### src/rtl/reduction_pkg.sv
// ============================================================================
// Package     : reduction_pkg
// Description : Op encodings, FSM states and helpers for the reduction sequencer
// Revision    : 1.0 - initial release
// ============================================================================
`default_nettype none

package reduction_pkg;

  localparam logic [2:0] OP_AND  = 3'd0;
  localparam logic [2:0] OP_OR   = 3'd1;
  localparam logic [2:0] OP_XOR  = 3'd2;
  localparam logic [2:0] OP_NAND = 3'd3;
  localparam logic [2:0] OP_NOR  = 3'd4;
  localparam logic [2:0] OP_XNOR = 3'd5;

  typedef enum logic [1:0] {
    ST_IDLE  = 2'd0,
    ST_ACCUM = 2'd1,
    ST_DONE  = 2'd2
  } state_t;

  function automatic logic is_inverting(input logic [2:0] op);
    return (op == OP_NAND) || (op == OP_NOR) || (op == OP_XNOR);
  endfunction

  function automatic logic op_legal(input logic [2:0] op);
    return op <= OP_XNOR;
  endfunction

  // AND-family folds start from the identity 1, the others from 0
  function automatic logic acc_init(input logic [2:0] op);
    return (op == OP_AND) || (op == OP_NAND);
  endfunction

endpackage

`default_nettype wire

### src/rtl/reduction_unit.sv
// ============================================================================
// Module      : reduction_unit
// Description : Combinational AND/OR/XOR reduction of one WIDTH-bit word
// Revision    : 1.0 - initial release
// ============================================================================
`default_nettype none

module reduction_unit #(
  parameter int WIDTH = 4
) (
  input  logic [WIDTH-1:0] in_data,
  output logic             and_r,
  output logic             or_r,
  output logic             xor_r
);

  assign and_r = &in_data;
  assign or_r  = |in_data;
  assign xor_r = ^in_data;

endmodule

`default_nettype wire

### src/rtl/reduction_seq_ctrl.sv
// ============================================================================
// Module      : reduction_seq_ctrl
// Description : Command-driven packet reduction with in/result handshakes
// Revision    : 1.0 - initial release
// ============================================================================
`default_nettype none

module reduction_seq_ctrl
  import reduction_pkg::*;
#(
  parameter  int WIDTH     = 4,
  parameter  int MAX_WORDS = 8,
  localparam int LEN_W     = $clog2(MAX_WORDS + 1)
) (
  input  logic             clk,
  input  logic             rst,
  input  logic             start,
  input  logic [2:0]       op,
  input  logic [LEN_W-1:0] len,
  input  logic             in_valid,
  input  logic [WIDTH-1:0] in_data,
  output logic             in_ready,
  input  logic             res_ready,
  output logic             res_valid,
  output logic             res,
  output logic             busy,
  output logic             err
);

  state_t           r_state;
  logic [2:0]       r_op;
  logic [LEN_W-1:0] r_len;
  logic [LEN_W-1:0] r_count;
  logic             r_acc;
  logic             r_res;
  logic             r_err;
  logic             r_in_ready;
  logic             r_res_valid;
  logic             r_busy;

  logic             w_and;
  logic             w_or;
  logic             w_xor;
  logic             w_acc_next;
  logic             w_cmd_ok;

  reduction_unit #(.WIDTH(WIDTH)) u_unit (
    .in_data (in_data),
    .and_r   (w_and),
    .or_r    (w_or),
    .xor_r   (w_xor)
  );

  always_comb begin
    w_acc_next = r_acc;
    case (r_op)
      OP_AND, OP_NAND: w_acc_next = r_acc & w_and;
      OP_OR,  OP_NOR:  w_acc_next = r_acc | w_or;
      OP_XOR, OP_XNOR: w_acc_next = r_acc ^ w_xor;
      default:         w_acc_next = r_acc;
    endcase
  end

  assign w_cmd_ok = op_legal(op) && (len >= LEN_W'(1)) && (len <= LEN_W'(MAX_WORDS));

  // Handshake outputs are registered alongside the state so they always match it
  always_ff @(posedge clk) begin
    if (rst) begin
      r_state     <= ST_IDLE;
      r_op        <= OP_AND;
      r_len       <= '0;
      r_count     <= '0;
      r_acc       <= 1'b0;
      r_res       <= 1'b0;
      r_err       <= 1'b0;
      r_in_ready  <= 1'b0;
      r_res_valid <= 1'b0;
      r_busy      <= 1'b0;
    end else begin
      r_err <= 1'b0;
      case (r_state)
        ST_IDLE: begin
          if (start) begin
            if (w_cmd_ok) begin
              r_op       <= op;
              r_len      <= len;
              r_count    <= '0;
              r_acc      <= acc_init(op);
              r_in_ready <= 1'b1;
              r_busy     <= 1'b1;
              r_state    <= ST_ACCUM;
            end else begin
              r_err <= 1'b1;
            end
          end
        end
        ST_ACCUM: begin
          if (in_valid) begin
            r_acc   <= w_acc_next;
            r_count <= r_count + LEN_W'(1);
            if (r_count == r_len - LEN_W'(1)) begin
              r_res       <= w_acc_next ^ is_inverting(r_op);
              r_in_ready  <= 1'b0;
              r_res_valid <= 1'b1;
              r_state     <= ST_DONE;
            end
          end
        end
        ST_DONE: begin
          if (res_ready) begin
            r_res_valid <= 1'b0;
            r_busy      <= 1'b0;
            r_state     <= ST_IDLE;
          end
        end
        default: r_state <= ST_IDLE;
      endcase
    end
  end

  assign in_ready  = r_in_ready;
  assign res_valid = r_res_valid;
  assign res       = r_res;
  assign busy      = r_busy;
  assign err       = r_err;

endmodule

`default_nettype wire

### config.mk
export PLATFORM = sky130hd
export DESIGN_NAME = reduction_seq_ctrl
export DESIGN_NICKNAME = d
export VERILOG_FILES = /design/src/rtl/reduction_pkg.sv /design/src/rtl/reduction_unit.sv /design/src/rtl/reduction_seq_ctrl.sv
export SDC_FILE = /design/constraint.sdc
export NUM_CORES = 1
export LEC_CHECK = 0
export CORE_MARGIN = 8
export CORE_UTILIZATION = 40
export CTS_BUF_LIST = sky130_fd_sc_hd__clkbuf_16
export CTS_CLUSTER_DIAMETER = 30
export DETAILED_ROUTE_END_ITERATION = 7
export GPL_TIMING_DRIVEN = 1
export PLACE_DENSITY = 0.71
export SLEW_MARGIN = 20
export SYNTH_ARGS = -nofsm -noshare
export SYNTH_HDL_FRONTEND = slang
export SYNTH_HIERARCHICAL = 1
export SYNTH_SLANG_ARGS = --single-unit
### constraint.sdc
create_clock -name clk -period 2.1 [get_ports clk]
set_input_delay 0.315 -clock clk [delete_from_list [all_inputs] [get_ports clk]]
set_output_delay 0.315 -clock clk [all_outputs]
set_load 0.01 [all_outputs]
==> results of run 1 <==
==> power groups by stage <==
stage                     combinational (mW)  sequential [mW]  clock (mW)
after floorplan                        0.129            0.398           0
after global placement                 0.202            0.407           0
after detailed placement               0.210            0.408           0
after CTS                              0.214            0.401       0.401
after global routing                   0.247            0.405       0.415
final                                  0.224            0.401       0.391
==> metrics by stage <==
stage,std cells,hold WS [ns],area [um2],TNS (ns),worst slack (ns)
3_3_place_gp,200,0.445,1500,-0.506,-0.342
6_report,204,0.457,1630,0,0.0543
5_1_grt,204,0.495,1630,0,0.00871
4_1_cts,204,0.463,1590,0,0.0123
2_1_floorplan,140,0.384,1180,0,0.0718
3_5_place_dp,200,0.456,1500,-0.832,-0.422
==> layout by cell type (no fill, tap or decap), types with 2 or more instances in the layout <==
master	synthesis	routed
a21oi_1	6	6
a221oi_1	2	2
and2_1	3	3
buf_4	1	15
clkbuf_16	0	3
clkdlybuf4s50_1	0	18
dfxtp_1	19	19
ha_1	6	4
ha_4	0	2
inv_1	11	10
mux2i_1	9	9
nand2_1	10	10
nand2b_1	3	3
nand3_1	2	2
nor2_1	17	17
nor2b_1	3	3
nor3_1	7	7
o21ai_0	6	4
o21ai_1	0	2
o31a_1	2	2
xnor2_1	4	4
xor2_1	5	4
==> area by class of cell <==
type                       instances  area share
multi-input combinational        104       0.475
timing repair buffer              35       0.193
clock buffer                       3      0.0462
sequential                        19       0.234
clock inverter                     1     0.00308
tap                               31      0.0238
inverter                          11      0.0254
==> state kept, by name (all words and copies together) (netlist names) <==
register   cells
busy           1
r_op           3
r_count        4
in_ready       1
r_acc          1
err            1
res_valid      1
res            1
r_state        2
r_len          4
==> kinds of logic after synthesis <==
| family | synth area share |
|---|---|
| AOI/OAI and AO/OA | 0.155 |
| xor gates and xnor gates | 0.0871 |
| adders and majority gates | 0.0638 |
| buffers and inverters | 0.0574 |
| DFF | 0.323 |
| muxes | 0.0765 |
| and+or+nand+nor | 0.237 |
==> routing by layer <==
layer,vias to the layer above,wire length [um],global-route usage
met3,5,94,0.0240
met5,-,0,0
met1,511,1100,0.114
met2,20,1390,0.208
met4,0,61,0.0625
li1,553,-,-
==> worst max-delay path, cell delays in order <==
cell             delay (ns)
clkdlybuf4s50_1        0.49
inv_1                  0.07
ha_4                   0.27
xor2_2                 0.15
or4b_4                 0.47
o311ai_1               0.10
o31ai_1                0.11
nand4b_1               0.10
a21oi_1                0.07
==> repair_timing <==
item                                    4_1_cts  5_1_grt
resized for setup                             3        9
cloned                                        0        0
buffers inserted                              0        0
endpoints found under the setup margin        1        2
pin swaps                                     1        1
==> final timing paths <==
path              slack [ns]        from  cells past startpoint  endpoint
hold reg to reg         0.46    in_ready                      2  in_ready
setup reg to reg        0.29  r_state[1]                      5     r_acc
setup / recovery        0.05  in_data[1]                      9       res
hold / removal          0.46    in_ready                      2  in_ready
==> flow_summary_export.csv, run 1 <==
group,metric,value,unit
outcome,status,"complete, no violations",
worst_hold_path,min_path_type,"register to register",
floorplanning,ioPinCount,21,
power,clockPowerShare,0.385,
clock_network,clock_latency,0.25,ns
setup_path,end_kind,"register",
clock_network,numCtsBuffers,3,
setup_path,crit_fanout,2,
finish,final_nets,196,
power,power_switching_share,0.250,
logic_synthesis,avgSynthCellArea,8.41,um2
power,ir_drop,0.000525,V
sta,drv_slew,0,
finish,fillers,247,
logic_synthesis,synth_top_flop_cell,"dfxtp_1",
route,wl_per_cell,13.0,um
finish,antenna-diode-count,0,
clock_network,cts_sinks,19,
logic_synthesis,synth.top_cell.area_share,0.323,
route,ant_nets,0,
sta,setup_viol,0,
global_routing,antenna_found_initial,0,
logic_synthesis,synth_top_cells_by_count,"19 x dfxtp_1, 17 x nor2_1, 11 x inv_1",
logic_synthesis,synth_cells,140,
finish,drive_gt1_frac,0.179,
power,p_leak,0.685,nW
logic_synthesis,synth-warning-count,6,
sta,period_share,0.974,
placement,gp_congestion,0.822,
global_routing,grtUsageTotal,0.113,
route,routed-via-count,1089,
setup_path,cp_data_arrival_time,2.16,ns
sta,rsz0062_at_grt,"false",
sta,max_slew_margin,0.701,
logic_synthesis,synth_most_common_cell,"dfxtp_1",
logic_synthesis,synthArstFlopShare,0,
sta,hold_viol_final,0,
power,intPower,0.762,mW
logic_synthesis,synth.largest_area_cell,"dfxtp_1",
setup_path,cp.required,2.22,ns
finish,fin_util,0.585,
floorplanning,die-area,4940,um2
power,power_switching,0.254,mW
logic_synthesis,ys_types,38,
logic_synthesis,ys_ff_latch,19,
sta,fmax,489,MHz
route,via_per_inst,5.34,
global_routing,grt_overflow_total,0,
setup_path,crit_type,"input port to register",
floorplanning,die_y,70.3,um
logic_synthesis,synth_seq_area_share,0.323,
placement,hpwl,2130,um
route,drtIter0Drc,54,
finish,regArea,380,um2
floorplanning,die_w,70.3,um
finish,area_growth,38.2,%
global_routing,grt_pass1_wl,4740,um
route,dr.pass1.iters,4,
setup_path,start_kind,"input port",
route,routed_wl,2650,um
power,p_per_area,625,nW/um2
route,drc_errors,0,
clock_network,hold_buffers,0,
logic_synthesis,synth_edf_count,0,
run,maxCapViolCount,0,
logic_synthesis,syn_nets,162,
power,seqPwrFrac,0.395,
clock_network,clkTransAtPathRegs,0.05,ns
sta,fin_worst_skew,0.000691,ns
logic_synthesis,synth_area_leaders,"dfxtp_1 32%, mux2i_1 7.7%, ha_1 6.4%",
placement,numPortBuffers,20,
floorplanning,row_count,19,
clock_network,root_buffer,"clkbuf_16",
power,totalPowerFinal,1.02,mW
global_routing,grt_pass1_vias,1119,
clock_network,cts_tree,"yes",
global_routing,grt_max_degree,14,
floorplanning,start_util,0.423,
power,p_comb_frac,0.220,
floorplanning,core_area,2780,um2
clock_network,cts_max_level,1,
sta,post-route-min-period,2.05,ns
sta,worst_pin_slew,0.447,ns
clock_network,clock_path_buffers,2,
logic_synthesis,synth_area,1180,um2
finish,multi_input_area,772,um2
Power figures use the tool's default switching activity.
==> inputs of run 2 (changes only) <==
--- a/config.mk
+++ b/config.mk
@@ -6,12 +6,12 @@
 export NUM_CORES = 1
 export LEC_CHECK = 0
 export CORE_MARGIN = 8
-export CORE_UTILIZATION = 40
+export CORE_UTILIZATION = 46
 export CTS_BUF_LIST = sky130_fd_sc_hd__clkbuf_16
 export CTS_CLUSTER_DIAMETER = 30
 export DETAILED_ROUTE_END_ITERATION = 7
 export GPL_TIMING_DRIVEN = 1
-export PLACE_DENSITY = 0.71
+export PLACE_DENSITY = 0.79
 export SLEW_MARGIN = 20
 export SYNTH_ARGS = -nofsm -noshare
 export SYNTH_HDL_FRONTEND = slang
==> flow_summary_export.csv, run 2 (synthesis gave the netlist of run 1 again) <==
group,metric,value,unit
outcome,status,"complete, no violations",
setup_path,cp_data_arrival_time,2.22,ns
sta,setup_viol,0,
floorplanning,die_y,66.6,um
clock_network,cts_tree,"yes",
setup_path,worstReg2RegStart,"r_state[1]",
global_routing,grt_pass1_wl,4770,um
sta,hold_viol_final,0,
route,dr_wl_met3,126,um
sta,whs,0.460,ns
finish,multi_input_area,795,um2
floorplanning,ioPinCount,21,
clock_network,numCtsBuffers,3,
setup_path,cp.required,2.28,ns
global_routing,grtUsageTotal,0.135,
finish,antenna-diode-count,0,
global_routing,grt_max_degree,14,
sta,fmax,491,MHz
route,wl_met2,1620,um
setup_path,end_kind,"register",
route,wl_per_cell,14.9,um
route,via_per_inst,5.51,
power,intPower,0.768,mW
run,maxCapViolCount,0,
route,drtIter0Drc,64,
route,routed_wl,3040,um
floorplanning,die_w,66.6,um
sta,period_share,0.970,
finish,area_growth,40.6,%
setup_path,start_kind,"input port",
finish,final_nets,197,
placement,numPortBuffers,20,
route,drc_errors,0,
floorplanning,die-area,4430,um2
clock_network,clkTransAtPathRegs,0.05,ns
clock_network,root_buffer,"clkbuf_16",
floorplanning,core_area,2450,um2
sta,post-route-min-period,2.04,ns
power,seqPwrFrac,0.393,
route,ant_nets,0,
global_routing,grt_overflow_total,0,
power,totalPowerFinal,1.03,mW
worst_hold_path,min_path_type,"register to register",
clock_network,clock_latency,0.25,ns
power,power_switching,0.258,mW
power,power_switching_share,0.251,
clock_network,cts_sinks,19,
setup_path,crit_type,"input port to register",
route,routed-via-count,1124,
sta,fin_worst_skew,0.00300,ns
floorplanning,start_util,0.480,
route,dr.max_layer_used,"met4",
placement,gp_congestion,0.852,
global_routing,antenna_found_initial,0,
setup_path,crit_start,"in_data[1]",
power,p_per_area,620,nW/um2
power,ir_drop,0.000585,V
finish,drive_gt1_frac,0.190,
power,p_comb_frac,0.235,
finish,layout_common_cells,"19 x dfxtp_1, 19 x clkdlybuf4s50_1, 17 x nor2_1",
clock_network,hold_buffers,0,
sta,worst_pin_slew,0.558,ns
setup_path,crit_fanout,6,
finish,regArea,380,um2
clock_network,cts_max_level,1,
finish,fillers,197,
placement,hpwl,2250,um
finish,top_regs,"r_count: 4 flops, r_len: 4 flops, r_op: 3 flops",
worst_hold_path,hold_path.startpoint,"in_ready",
route,wl_met1,1220,um
clock_network,clock_path_buffers,2,
floorplanning,row_count,18,
global_routing,grt_pass1_vias,1137,
power,clockPowerShare,0.373,
power,p_leak,0.691,nW
sta,drv_slew,0,
route,dr.pass1.iters,4,
sta,max_slew_margin,0.624,
-- run 2: cell count changes in the layout (fill, tap and decap cells not counted), sizes merged --
| cell | change |
|---|---|
| clkinv | -1 |
| clkdlybuf4s50 | +1 |
| buf | +1 |
| dlygate4sd2 | -1 |
| inv | +1 |
-- run 2: stage by stage --
stage               TNS, ns  setup slack (ns)  std cells  instance area [um2]   util
finish                    0            0.0624        204                 1660  0.674
global route        -0.0263           -0.0263        204                 1660  0.674
CTS                       0            0.0305        204                 1590  0.648
detailed placement   -0.979            -0.369        199                 1500  0.612
global placement     -0.569            -0.326        199                 1500  0.612
floorplan                 0            0.0718        140                 1180      -
-- run 2: path summary, 6_finish.rpt --
path / endpoint / slack [ns] / cells past startpoint
worst max-delay path: res / 0.06 / 10
worst min register to register: in_ready / 0.46 / 2
worst max register to register: r_acc / 0.28 / 5
worst min-delay path: in_ready / 0.46 / 2
-- run 2: layout make-up --
cell class,instances,share of cell area
Clock inverter,1,0.00227
Sequential cell,19,0.230
Tap cell,30,0.0227
Multi-Input combinational cell,104,0.480
Timing Repair Buffer,36,0.195
Inverter,11,0.0249
Clock buffer,3,0.0454
-- run 2: power groups by stage --
stage	combinational (mW)	clock (mW)	sequential, mW
CTS	0.221	0.384	0.401
detailed placement	0.211	0	0.408
finish	0.241	0.382	0.403
floorplan	0.129	0	0.398
global route	0.261	0.401	0.406
global placement	0.201	0	0.407
-- run 2: critical path, stage by stage --
cell and delay (ns):
clkdlybuf4s50_1 0.48, inv_1 0.08, ha_4 0.23, xor2_2 0.17, buf_4 0.12, buf_4 0.15, and3_1 0.18, o31ai_1 0.23
nand4b_1 0.14, a21oi_2 0.12
-- run 2: layer usage --
metal,track usage,vias up
met2,0.250,39
li1,-,559
met3,0.0336,14
met1,0.134,512
met5,0,-
met4,0.0720,0
-- run 2: timing repair --
| item | 4_1_cts | 5_1_grt |
|---|---|---|
| pin swaps | 3 | 4 |
| endpoints found under the setup margin | 1 | 4 |
| gates resized for setup | 2 | 10 |
| buffers inserted | 1 | 0 |
==> inputs of run 3 (changes only) <==
--- a/config.mk
+++ b/config.mk
@@ -5,13 +5,14 @@
 export SDC_FILE = /design/constraint.sdc
 export NUM_CORES = 1
 export LEC_CHECK = 0
+export CORE_ASPECT_RATIO = 0.75
 export CORE_MARGIN = 8
 export CORE_UTILIZATION = 46
 export CTS_BUF_LIST = sky130_fd_sc_hd__clkbuf_16
 export CTS_CLUSTER_DIAMETER = 30
 export DETAILED_ROUTE_END_ITERATION = 7
 export GPL_TIMING_DRIVEN = 1
-export PLACE_DENSITY = 0.79
+export PLACE_DENSITY = 0.76
 export SLEW_MARGIN = 20
 export SYNTH_ARGS = -nofsm -noshare
 export SYNTH_HDL_FRONTEND = slang
==> flow_summary_export.csv, run 3 (synthesis gave the netlist of run 1 again) <==
group,metric,value,unit
global_routing,antenna_found_initial,0,
finish,layout_commonest_cell,"dfxtp_1",
setup_path,crit_type,"input port to register",
route,dr.pass1.iters,4,
clock_network,cts_tree,"yes",
sta,hold_viol_final,0,
route,drtIter0Drc,43,
power,p_leak,0.704,nW
route,routed_wl,2870,um
finish,drive_gt1_frac,0.164,
clock_network,clkTransAtPathRegs,0.05,ns
sta,setup_viol,0,
finish,final_nets,194,
clock_network,numCtsBuffers,3,
finish,antenna-diode-count,0,
finish,area_growth,38.6,%
placement,gp_congestion,0.851,
global_routing,grt_pass1_vias,1136,
setup_path,start_kind,"input port",
global_routing,grt_max_degree,17,
sta,worst_pin_slew,0.607,ns
global_routing,grt_overflow_total,0,
floorplanning,die_y,59.8,um
floorplanning,core_area,2520,um2
finish,regArea,380,um2
finish,fillers,223,
clock_network,hold_buffers,0,
sta,whs,0.455,ns
route,via_per_inst,5.27,
clock_network,cts_sinks,19,
sta,post-route-min-period,1.98,ns
sta,fin_worst_skew,0.00188,ns
worst_hold_path,min_path_cells,2,
setup_path,cp_data_arrival_time,2.18,ns
sta,max_slew_margin,0.594,
route,drc_errors,0,
power,p_per_area,622,nW/um2
finish,top_regs,"r_count: 4 flops, r_len: 4 flops, r_op: 3 flops",
setup_path,end_kind,"register",
floorplanning,die_w,74.4,um
power,ir_drop,0.000351,V
finish,layout_common_cells,"19 x dfxtp_1, 17 x nor2_1, 16 x clkdlybuf4s50_1",
clock_network,clock_latency,0.25,ns
finish,finalNonFillerCells,207,
outcome,status,"complete, no violations",
placement,dp_cells,203,
floorplanning,row_count,16,
run,maxCapViolCount,0,
clock_network,clock_path_buffers,2,
clock_network,cts_max_level,1,
clock_network,root_buffer,"clkbuf_16",
sta,rsz0062_at_grt,"false",
global_routing,grtUsageTotal,0.139,
route,routed-via-count,1091,
global_routing,grt_pass1_wl,4860,um
placement,hpwl,2110,um
setup_path,rr_worst_depth,7,
finish,multi_input_area,778,um2
sta,period_share,0.943,
setup_path,r2r_slack,0.20,ns
floorplanning,start_util,0.467,
sta,drv_slew,0,
route,ant_nets,0,
route,wl_per_cell,13.9,um
setup_path,crit_fanout,3,
setup_path,cp.required,2.30,ns
sta,fmax,505,MHz
floorplanning,die-area,4450,um2
floorplanning,ioPinCount,21,
worst_hold_path,min_path_type,"register to register",
placement,numPortBuffers,20,
==> run 3: cell count changes in the layout (fill, tap and decap cells not counted), sizes merged <==
cell / before / now
clkdlybuf4s50: 19 / 16
buf: 16 / 13
dlymetal6s2s: 1 / 4
==> run 3: cell type report <==
| cell class | count | share of cell area |
|---|---|---|
| Inverter | 11 | 0.0253 |
| Clock inverter | 1 | 0.00230 |
| Timing Repair Buffer | 33 | 0.189 |
| Clock buffer | 3 | 0.0460 |
| Sequential cell | 19 | 0.233 |
| Tap cell | 36 | 0.0276 |
| Multi-Input combinational cell | 104 | 0.477 |
==> run 3: power by group <==
group	switching, mW	total [mW]	internal, mW	leakage (nW)
Clock	0.132	0.385	0.253	0.0423
Combinational	0.0999	0.226	0.126	0.507
Sequential	0.0255	0.403	0.378	0.155
==> run 3: worst paths after layout <==
kind	startpoint	endpoint
setup / recovery	start	r_acc
hold / removal	res	res
setup reg to reg	r_len[0]	res
hold reg to reg	res	res
==> run 3: per-stage QoR <==
step	worst slack [ns]	utilization	area, um2	setup TNS, ns	power, mW
3_3_place_gp	-0.348	0.592	1490	-0.878	0.606
2_1_floorplan	0.0718	-	1180	0	0.527
4_1_cts	0.0217	0.628	1580	0	1.01
6_report	0.121	0.647	1630	0	1.01
3_5_place_dp	-0.425	0.592	1490	-1.20	0.615
5_1_grt	0.0396	0.647	1630	0	1.07
==> run 3: layer usage <==
metal | GRT usage | routed length, um
met1 | 0.164 | 1360
met2 | 0.233 | 1370
met3 | 0.0402 | 111
met4 | 0.0472 | 36
met5 | 0 | 0
==> run 3: worst max-delay path, cell delays in order <==
cell             delay (ns)
clkdlybuf4s50_1        0.46
or3b_4                 0.38
or4_4                  0.43
and2_4                 0.16
a221oi_2               0.26
o31a_1                 0.17
==> run 3: repair_timing <==
| item | in CTS | in global routing |
|---|---|---|
| gates resized for setup | 3 | 10 |
| endpoints found under the setup margin | 1 | 3 |
| setup buffers | 0 | 0 |
| pin swaps | 1 | 3 |
